==> src/rtl/btn_sampler_pkg.sv <==
// Shared types and defaults for the push-button serial sampler.
// Latency: n/a (declarations only).
// Backpressure: n/a.
package btn_sampler_pkg;

    // Debounce FSM states; encoding is fixed so other tools can decode it.
    typedef enum logic [1:0] {
        STABLE_LOW  = 2'd0,
        CHK_HIGH    = 2'd1,
        STABLE_HIGH = 2'd2,
        CHK_LOW     = 2'd3
    } deb_state_t;

    localparam int DEF_TICK_DIV      = 67108864;
    localparam int DEF_DEB_CYCLES    = 1000000;
    localparam int DEF_BITS_PER_WORD = 8;

endpackage

==> src/rtl/btn_serial_sampler_tick_gen.sv <==
// Free-running divider: tick is high during the last clk cycle of every DIV-cycle period.
// Latency: tick is combinational from the counter; first tick in cycle DIV-1 after reset.
// Backpressure: none, always counts.
module tick_gen #(
    parameter int DIV = 67108864
) (
    input  logic clk,
    input  logic rst_n,
    output logic tick
);

    localparam int            CW   = (DIV > 1) ? $clog2(DIV) : 1;
    localparam logic [CW-1:0] LAST = CW'(DIV - 1);

    logic [CW-1:0] cnt;

    // Count 0..DIV-1 and wrap; equality compare keeps it exact for non-power-of-two DIV.
    always_ff @(posedge clk or negedge rst_n) begin
        if (!rst_n) begin
            cnt <= '0;
        end else if (cnt == LAST) begin
            cnt <= '0;
        end else begin
            cnt <= cnt + CW'(1);
        end
    end

    assign tick = (cnt == LAST);

endmodule

==> src/rtl/btn_serial_sampler.sv <==
// Button front end: sync + debounce btn, emit one stable serial bit per slow strobe, track word position.
// Latency: btn edge to btn_stable is 2+DEB_CYCLES edges; shift_en/sdi/bit_idx/word_done register on the tick edge.
// Backpressure: none; downstream SIPO must accept sdi on every shift_en.
module btn_serial_sampler
    import btn_sampler_pkg::*;
#(
    parameter int TICK_DIV      = DEF_TICK_DIV,
    parameter int DEB_CYCLES    = DEF_DEB_CYCLES,
    parameter int BITS_PER_WORD = DEF_BITS_PER_WORD
) (
    input  logic                             clk,
    input  logic                             rst_n,
    input  logic                             btn,
    output logic                             btn_stable,
    output logic                             sdi,
    output logic                             shift_en,
    output logic [$clog2(BITS_PER_WORD)-1:0] bit_idx,
    output logic                             word_done
);

    localparam int               IDX_W    = $clog2(BITS_PER_WORD);
    localparam logic [IDX_W-1:0] IDX_LAST = IDX_W'(BITS_PER_WORD - 1);
    // At least one bit so the CHK entry value of 1 always fits, even for DEB_CYCLES=1.
    localparam int               DW       = (DEB_CYCLES > 1) ? $clog2(DEB_CYCLES) : 1;
    localparam logic [DW-1:0]    DEB_LAST = DW'(DEB_CYCLES - 1);

    logic          sync_q1;
    logic          btn_s;
    deb_state_t    state;
    deb_state_t    state_nxt;
    logic [DW-1:0] deb_cnt;
    logic [DW-1:0] deb_cnt_nxt;
    logic          stable_nxt;
    logic          deb_done;
    logic          tick;

    // Two-flop synchroniser for the asynchronous button input.
    always_ff @(posedge clk or negedge rst_n) begin
        if (!rst_n) begin
            sync_q1 <= 1'b0;
            btn_s   <= 1'b0;
        end else begin
            sync_q1 <= btn;
            btn_s   <= sync_q1;
        end
    end

    // The CHK state is entered with deb_cnt=1, so with DEB_CYCLES=1 the count can
    // never equal DEB_CYCLES-1; treat that case as done on the first agreeing sample.
    assign deb_done = (DEB_CYCLES == 1) || (deb_cnt == DEB_LAST);

    // Debounce state, counter and accepted level.
    always_ff @(posedge clk or negedge rst_n) begin
        if (!rst_n) begin
            state      <= STABLE_LOW;
            deb_cnt    <= '0;
            btn_stable <= 1'b0;
        end else begin
            state      <= state_nxt;
            deb_cnt    <= deb_cnt_nxt;
            btn_stable <= stable_nxt;
        end
    end

    // Debounce next-state: any disagreeing sample in a CHK state returns to the old level.
    always_comb begin
        state_nxt   = state;
        deb_cnt_nxt = deb_cnt;
        stable_nxt  = btn_stable;
        case (state)
            STABLE_LOW: begin
                if (btn_s) begin
                    state_nxt   = CHK_HIGH;
                    deb_cnt_nxt = DW'(1);
                end
            end
            CHK_HIGH: begin
                if (!btn_s) begin
                    state_nxt   = STABLE_LOW;
                    deb_cnt_nxt = '0;
                end else if (deb_done) begin
                    state_nxt   = STABLE_HIGH;
                    stable_nxt  = 1'b1;
                    deb_cnt_nxt = '0;
                end else begin
                    deb_cnt_nxt = deb_cnt + DW'(1);
                end
            end
            STABLE_HIGH: begin
                if (!btn_s) begin
                    state_nxt   = CHK_LOW;
                    deb_cnt_nxt = DW'(1);
                end
            end
            CHK_LOW: begin
                if (btn_s) begin
                    state_nxt   = STABLE_HIGH;
                    deb_cnt_nxt = '0;
                end else if (deb_done) begin
                    state_nxt   = STABLE_LOW;
                    stable_nxt  = 1'b0;
                    deb_cnt_nxt = '0;
                end else begin
                    deb_cnt_nxt = deb_cnt + DW'(1);
                end
            end
        endcase
    end

    tick_gen #(
        .DIV (TICK_DIV)
    ) u_tick (
        .clk   (clk),
        .rst_n (rst_n),
        .tick  (tick)
    );

    // Strobe, serial bit and word position all update on the edge that ends a tick period;
    // sdi captures the pre-edge btn_stable so a same-edge debounce change lands next strobe.
    always_ff @(posedge clk or negedge rst_n) begin
        if (!rst_n) begin
            shift_en  <= 1'b0;
            sdi       <= 1'b0;
            bit_idx   <= '0;
            word_done <= 1'b0;
        end else begin
            shift_en  <= tick;
            word_done <= tick && (bit_idx == IDX_LAST);
            if (tick) begin
                sdi     <= btn_stable;
                bit_idx <= bit_idx + IDX_W'(1);
            end
        end
    end

endmodule

==> config.mk <==
export PLATFORM = sky130hd
export DESIGN_NAME = btn_serial_sampler
export DESIGN_NICKNAME = d
export VERILOG_FILES = /design/src/rtl/btn_sampler_pkg.sv /design/src/rtl/btn_serial_sampler_tick_gen.sv /design/src/rtl/btn_serial_sampler.sv
export SDC_FILE = /design/constraint.sdc
export NUM_CORES = 1
export LEC_CHECK = 0
export BUFFER_PORTS_ARGS = -buffer_cell sky130_fd_sc_hd__buf_2
export CORE_UTILIZATION = 45
export CTS_CLUSTER_SIZE = 14
export DETAILED_ROUTE_END_ITERATION = 12
export PLACE_DENSITY = 0.57
export SKIP_CTS_REPAIR_TIMING = 1
export SLEW_MARGIN = 10
export SYNTH_ARGS = -nofsm -noshare
export SYNTH_HDL_FRONTEND = slang
export SYNTH_SLANG_ARGS = --single-unit
==> constraint.sdc <==
create_clock -name clk -period 3.55 [get_ports clk]
set_input_delay 0.355 -clock clk [delete_from_list [all_inputs] [get_ports clk]]
set_output_delay 0.355 -clock clk [all_outputs]
set_load 0.01 [all_outputs]
; After elaboration in Yosys (flattened, before gate mapping)
; Cells that the tools add are included.
[totals]
reg_bits = 57
out_inout_bits = 7
[op_classes]
addsub = 3
n_eq_ne = 14
n_mux = 19
n_reduce_logical = 6
[op_table]
columns = operator, n
row1 = two-way mux 20 bit, 5
row2 = one-hot mux 20 bit (4 select lines), 1
row3 = adder 26 x 1 -> 26 bit (second input constant), 1
row4 = equality test 26 bit (second input constant), 1
row5 = two-way mux 26 bit, 1
row6 = adder 20 x 1 -> 20 bit (second input constant), 1
row7 = equality test 20 bit (second input constant), 1
row8 = two-way mux 2 bit, 6
row9 = != test 2 bit (second input constant), 6
row10 = one-hot mux 2 bit (4 select lines), 1
row11 = != test 3 bit (second input constant), 2
row12 = AND reduction 5 bit, 1
row13 = equality test 2 bit (second input constant), 2
row14 = two-way mux 1 bit, 4
row15 = AND reduction 4 bit, 1
row16 = adder 3 x 1 -> 3 bit (second input constant), 1
row17 = equality test 3 bit (second input constant), 1
row18 = equality test 2 x 1 -> 1 bit (second input constant), 1
row19 = logical NOT 2 bit, 1
row20 = one-hot mux 1 bit (2 select lines), 1
row21 = AND reduction 2 bit, 1
row22 = nonzero test 2 bit, 1
row23 = logical AND 1 bit, 1

; Depth between registers and ports, before layout
[depth]
depth_word = 4
ltp_mapped = 7
ltp_nobuf = 6

; Hierarchy
; Synthesis repeated with hierarchy kept, for this count alone.
[hier_totals]
hier_cells = 272
area_unflattened_um2 = 2820.2
[modules_own_cells]
columns = module, instances, cells_per_inst, area_each_um2
row1 = btn_serial_sampler, 1, 152, 1571.5
row2 = tick_gen, 1, 120, 1248.7

; Worst setup path after synthesis
; Ideal clock, no wire load.
[synth_timing]
path_type = reg-to-reg
start = reg deb_cnt[8]
end = reg btn_stable
t_arrival_ps = 1804
path_slack_ps = 1622
stages_incl_launch_ff = 6
n_path_buf = 0
period_less_slack_ps = 1928
cell_sequence = dfrtp_1 > or4b_1 > or4_4 > nor4_4 > mux2i_1 > nand2_1
[synth_via]
elab_chain_cells = 3
[synth_lines]
columns = element, line
row1 = start: declaration, btn_serial_sampler.sv:31  ; logic [DW-1:0] deb_cnt;
row2 = start signal: assignment, btn_serial_sampler.sv:60  ; deb_cnt <= deb_cnt_nxt;
row3 = equality test 20 bit (*), btn_serial_sampler.sv:50  ; assign deb_done = (DEB_CYCLES == 1) || (deb_cnt == DEB_LAST);
row4 = != test 2 bit (no line), -
row5 = AND reduction 5 bit (no line) (*), -
row6 = end signal: assignment, btn_serial_sampler.sv:61  ; btn_stable <= stable_nxt;
row7 = end: declaration, btn_serial_sampler.sv:14  ; output logic btn_stable,
; Mark *: on every way between the ends. The rest lies on a longest branch, timed or not.
; A chain may end at the register's enable or synchronous reset.

; Worst setup path in the final report
[layout_timing]
start = reg u_tick.cnt[6]
end = reg sdi
[layout_via]
elab_chain_cells = 1
[layout_lines]
columns = element, line
row1 = start: declaration, btn_serial_sampler_tick_gen.sv:15  ; logic [CW-1:0] cnt;
row2 = start signal: assignment, btn_serial_sampler_tick_gen.sv:24  ; cnt <= cnt + CW'(1);
row3 = equality test 26 bit, btn_serial_sampler_tick_gen.sv:28  ; assign tick = (cnt == LAST);
row4 = end signal: assignment, btn_serial_sampler.sv:130  ; sdi <= btn_stable;
row5 = end: declaration, btn_serial_sampler.sv:15  ; output logic sdi,
; Every way passes these cells.

==> qor.yml <==
outcome:
  outcome: "complete, no violations"
layout:
  final_nets: 284
  fill_cells: 527
  final_area_um2: 3077
  final_layout_size_suffix_gt1_frac: 0.1348
  multi_input_area_um2: 1261
  regArea_um2: 1426
  final_common_cell: "dfrtp_1"
  area_delta_synth_final_pct: 12.49
  final_cell_mix: "dfrtp_1 (57), nor2_1 (31), nand2_1 (24), nand3_1 (24), xor2_1 (21)"
  n_antenna_cell: 0
  fin_util: 0.5227
yosys:
  ys_top_cells_by_area: "dfrtp_1 (52%), xor2_1 (6.7%), nand3_1 (4.4%)"
  syn_inst: 263
  synth-edff-count: 0
  yosys.area.top_type: "dfrtp_1"
  synth_compound_gate_area_share: 0.06542
  syn_nets: 270
  async_reset_ff_frac: 1.000
  ys_warn_count: 0
  ys_ff_latch: 57
  syn_area_per_cell_um2: 10.40
  synth-adder-area-share: 0.01830
  synth.distinct_cells: 46
  synthFlopType: "dfrtp_1"
  synth_top_area_frac: 0.5215
  syn-cell-area_um2: 2735
  synth-seq-area-share: 0.5215
  synthXorXnorAreaFrac: 0.1116
  muxShareOfSynthArea: 0.02333
  synth_top_family_by_area: "simple AND/OR/NAND/NOR gates"
  synthSimpleGateAreaFrac: 0.2425
timing:
  slew_headroom: 0.4019
  fmax_mhz: 460.2
  slew_viol_final: 0
  hold_ws_ns: 0.1361
  grt_setup_unrepaired: "no"
  fin_crit_sh: 0.6121
  setup_viol: 0
  period_needed_ns: 2.173
  finalHoldViolCount: 0
  skew_ns: 0.01124
  fin_setup_tns_ns: 0
  worst_pin_slew_ns: 0.8971
grt:
  grt_pass1_vias: 1898
  grt_overflow: 0
  antenna_found_initial: 0
  grt_max_degree: 43
  track_usage: 0.1870
  grt_pass1_wl_mm: 8.880
min_path:
  min_path_type: "in2reg"
critical_path:
  worstPathRequired_ns: 3.76
  path_class: "reg2reg"
  critPathMaxFanout: 15
  cp_top_family: "simple AND/OR/NAND/NOR gates"
  crit_slowest_cell: "and4_1"
  cp_cell_sequence: "nand4_1 -> nor4_1 -> buf_4 -> and4_1 -> mux2_2"
  crit_arrival_ns: 2.39
  crit_buf_inv: 1
  cpPeakStageDelay_ns: 0.58
  endpoint_kind: "flip-flop"
  startpoint_type: "flip-flop"
clock_network:
  cts.sink_count: 57
  numCtsBuffers: 9
  cts_max_level: 3
  clockBufferDepth: 2
  root_buffer: "clkbuf_8"
  worst_skew_pair.late_latency_ns: 0.33
  cts_tree: "built"
  cts.clk_slew.worst_paths_ns: 0.07
detailed_routing:
  finalWirelength_mm: 5.151
  final_antenna_net_count: 0
  wl_per_cell_um: 14.43
  vias: 1964
  via_per_inst: 5.501
  dr_wl_met3_um: 113
  drc: 0
  drtPass1Iterations: 4
  top_layer: "met4"
  dr_wl_met2_mm: 2.347
  wl_met1_mm: 2.618
  drtIter0Drc: 85
floorplan:
  core_area_um2: 5886
  ios: 10
  row_count: 28
  die_x_um: 79.96
  die_h_um: 79.96
  die_area_um2: 6394
  initial_core_util: 0.4647
flow_run:
  max_cap_violations: 0
power:
  leakage_nw: 1.461
  power.density_nw_per_um2: 520.1
  ir_drop_uv: 307.3
placed_design:
  place_congestion: 0.8276
  port_buffers: 9
  hpwl_mm: 3.470
  place_area_um2: 2856
==> registers in the layout (all words and copies together) (netlist names), named ones only <==
register,cells
u_tick.cnt,26
deb_cnt,20
bit_idx,3
btn_s,1
btn_stable,1
sdi,1
shift_en,1
state,1
sync_q1,1
word_done,1
==> layer usage <==
layer / up-vias / track usage
met5: - / 0
met4: 0 / 0.09643
met3: 6 / 0.03771
met2: 25 / 0.2667
met1: 975 / 0.2667
li1: 958 / -
==> worst paths after layout <==
kind,start,endpoint,slack (ns),cells past startpoint
max,u_tick.cnt[6],sdi,1.38,5
min,btn,sync_q1,0.14,1
max reg2reg,u_tick.cnt[6],sdi,1.38,5
min reg2reg,sync_q1,btn_s,0.35,0
max in group asynchronous,rst_n,u_tick.cnt[17],2.65,2
min in group asynchronous,rst_n,deb_cnt[1],0.15,1
==> kinds of logic after synthesis <==
logic type               count (synthesis)
XOR/XNOR                                34
flip-flops                              57
AO/OA/AOI/OAI                           25
adder cells (fa/ha/maj)                  4
buffers and inverters                   12
multiplexers                             6
AND/OR/NAND/NOR                        125
==> Yosys cell counts, types with 2 or more instances <==
library cell  count
a31oi_1           2
nand2_1          24
clkbuf_1          6
o31ai_1           2
or3_1             2
and3_1            8
nand4_1          10
inv_1             4
buf_2             2
nor2_1           31
xnor2_1          12
nand3b_1          2
ha_1              4
and2_1            4
mux2_2            3
nand3_1          24
nor4_1            4
or4b_1            2
o21ai_0           6
xor2_1           21
mux2i_1           3
and4_1            6
dfrtp_1          57
a21oi_1           2
==> power breakdown <==
part / leakage [nW] / switching [mW] / internal (mW) / total, mW
Clock: 0.113 / 0.258 / 0.413 / 0.672
Combinational: 0.577 / 0.147 / 0.0613 / 0.209
Sequential: 0.770 / 0.0451 / 0.675 / 0.720
Total: 1.46 / 0.451 / 1.15 / 1.60
==> area by class of cell <==
cell class | instances | share of cell area
Tap cell | 75 | 0.03050
Clock inverter | 5 | 0.02562
Sequential cell | 57 | 0.4636
Clock buffer | 11 | 0.04595
Inverter | 4 | 0.004880
Timing Repair Buffer | 11 | 0.01952
Multi-Input combinational cell | 194 | 0.4099
==> through the flow <==
stage	power [mW]	setup slack, ns	cells
2_1_floorplan	0.8726	1.622	263
3_3_place_gp	0.9411	1.421	341
3_5_place_dp	0.9451	1.377	341
4_1_cts	1.617	1.359	357
5_1_grt	1.685	1.150	357
6_report	1.600	1.377	357
(Power assumes the default switching activity.)
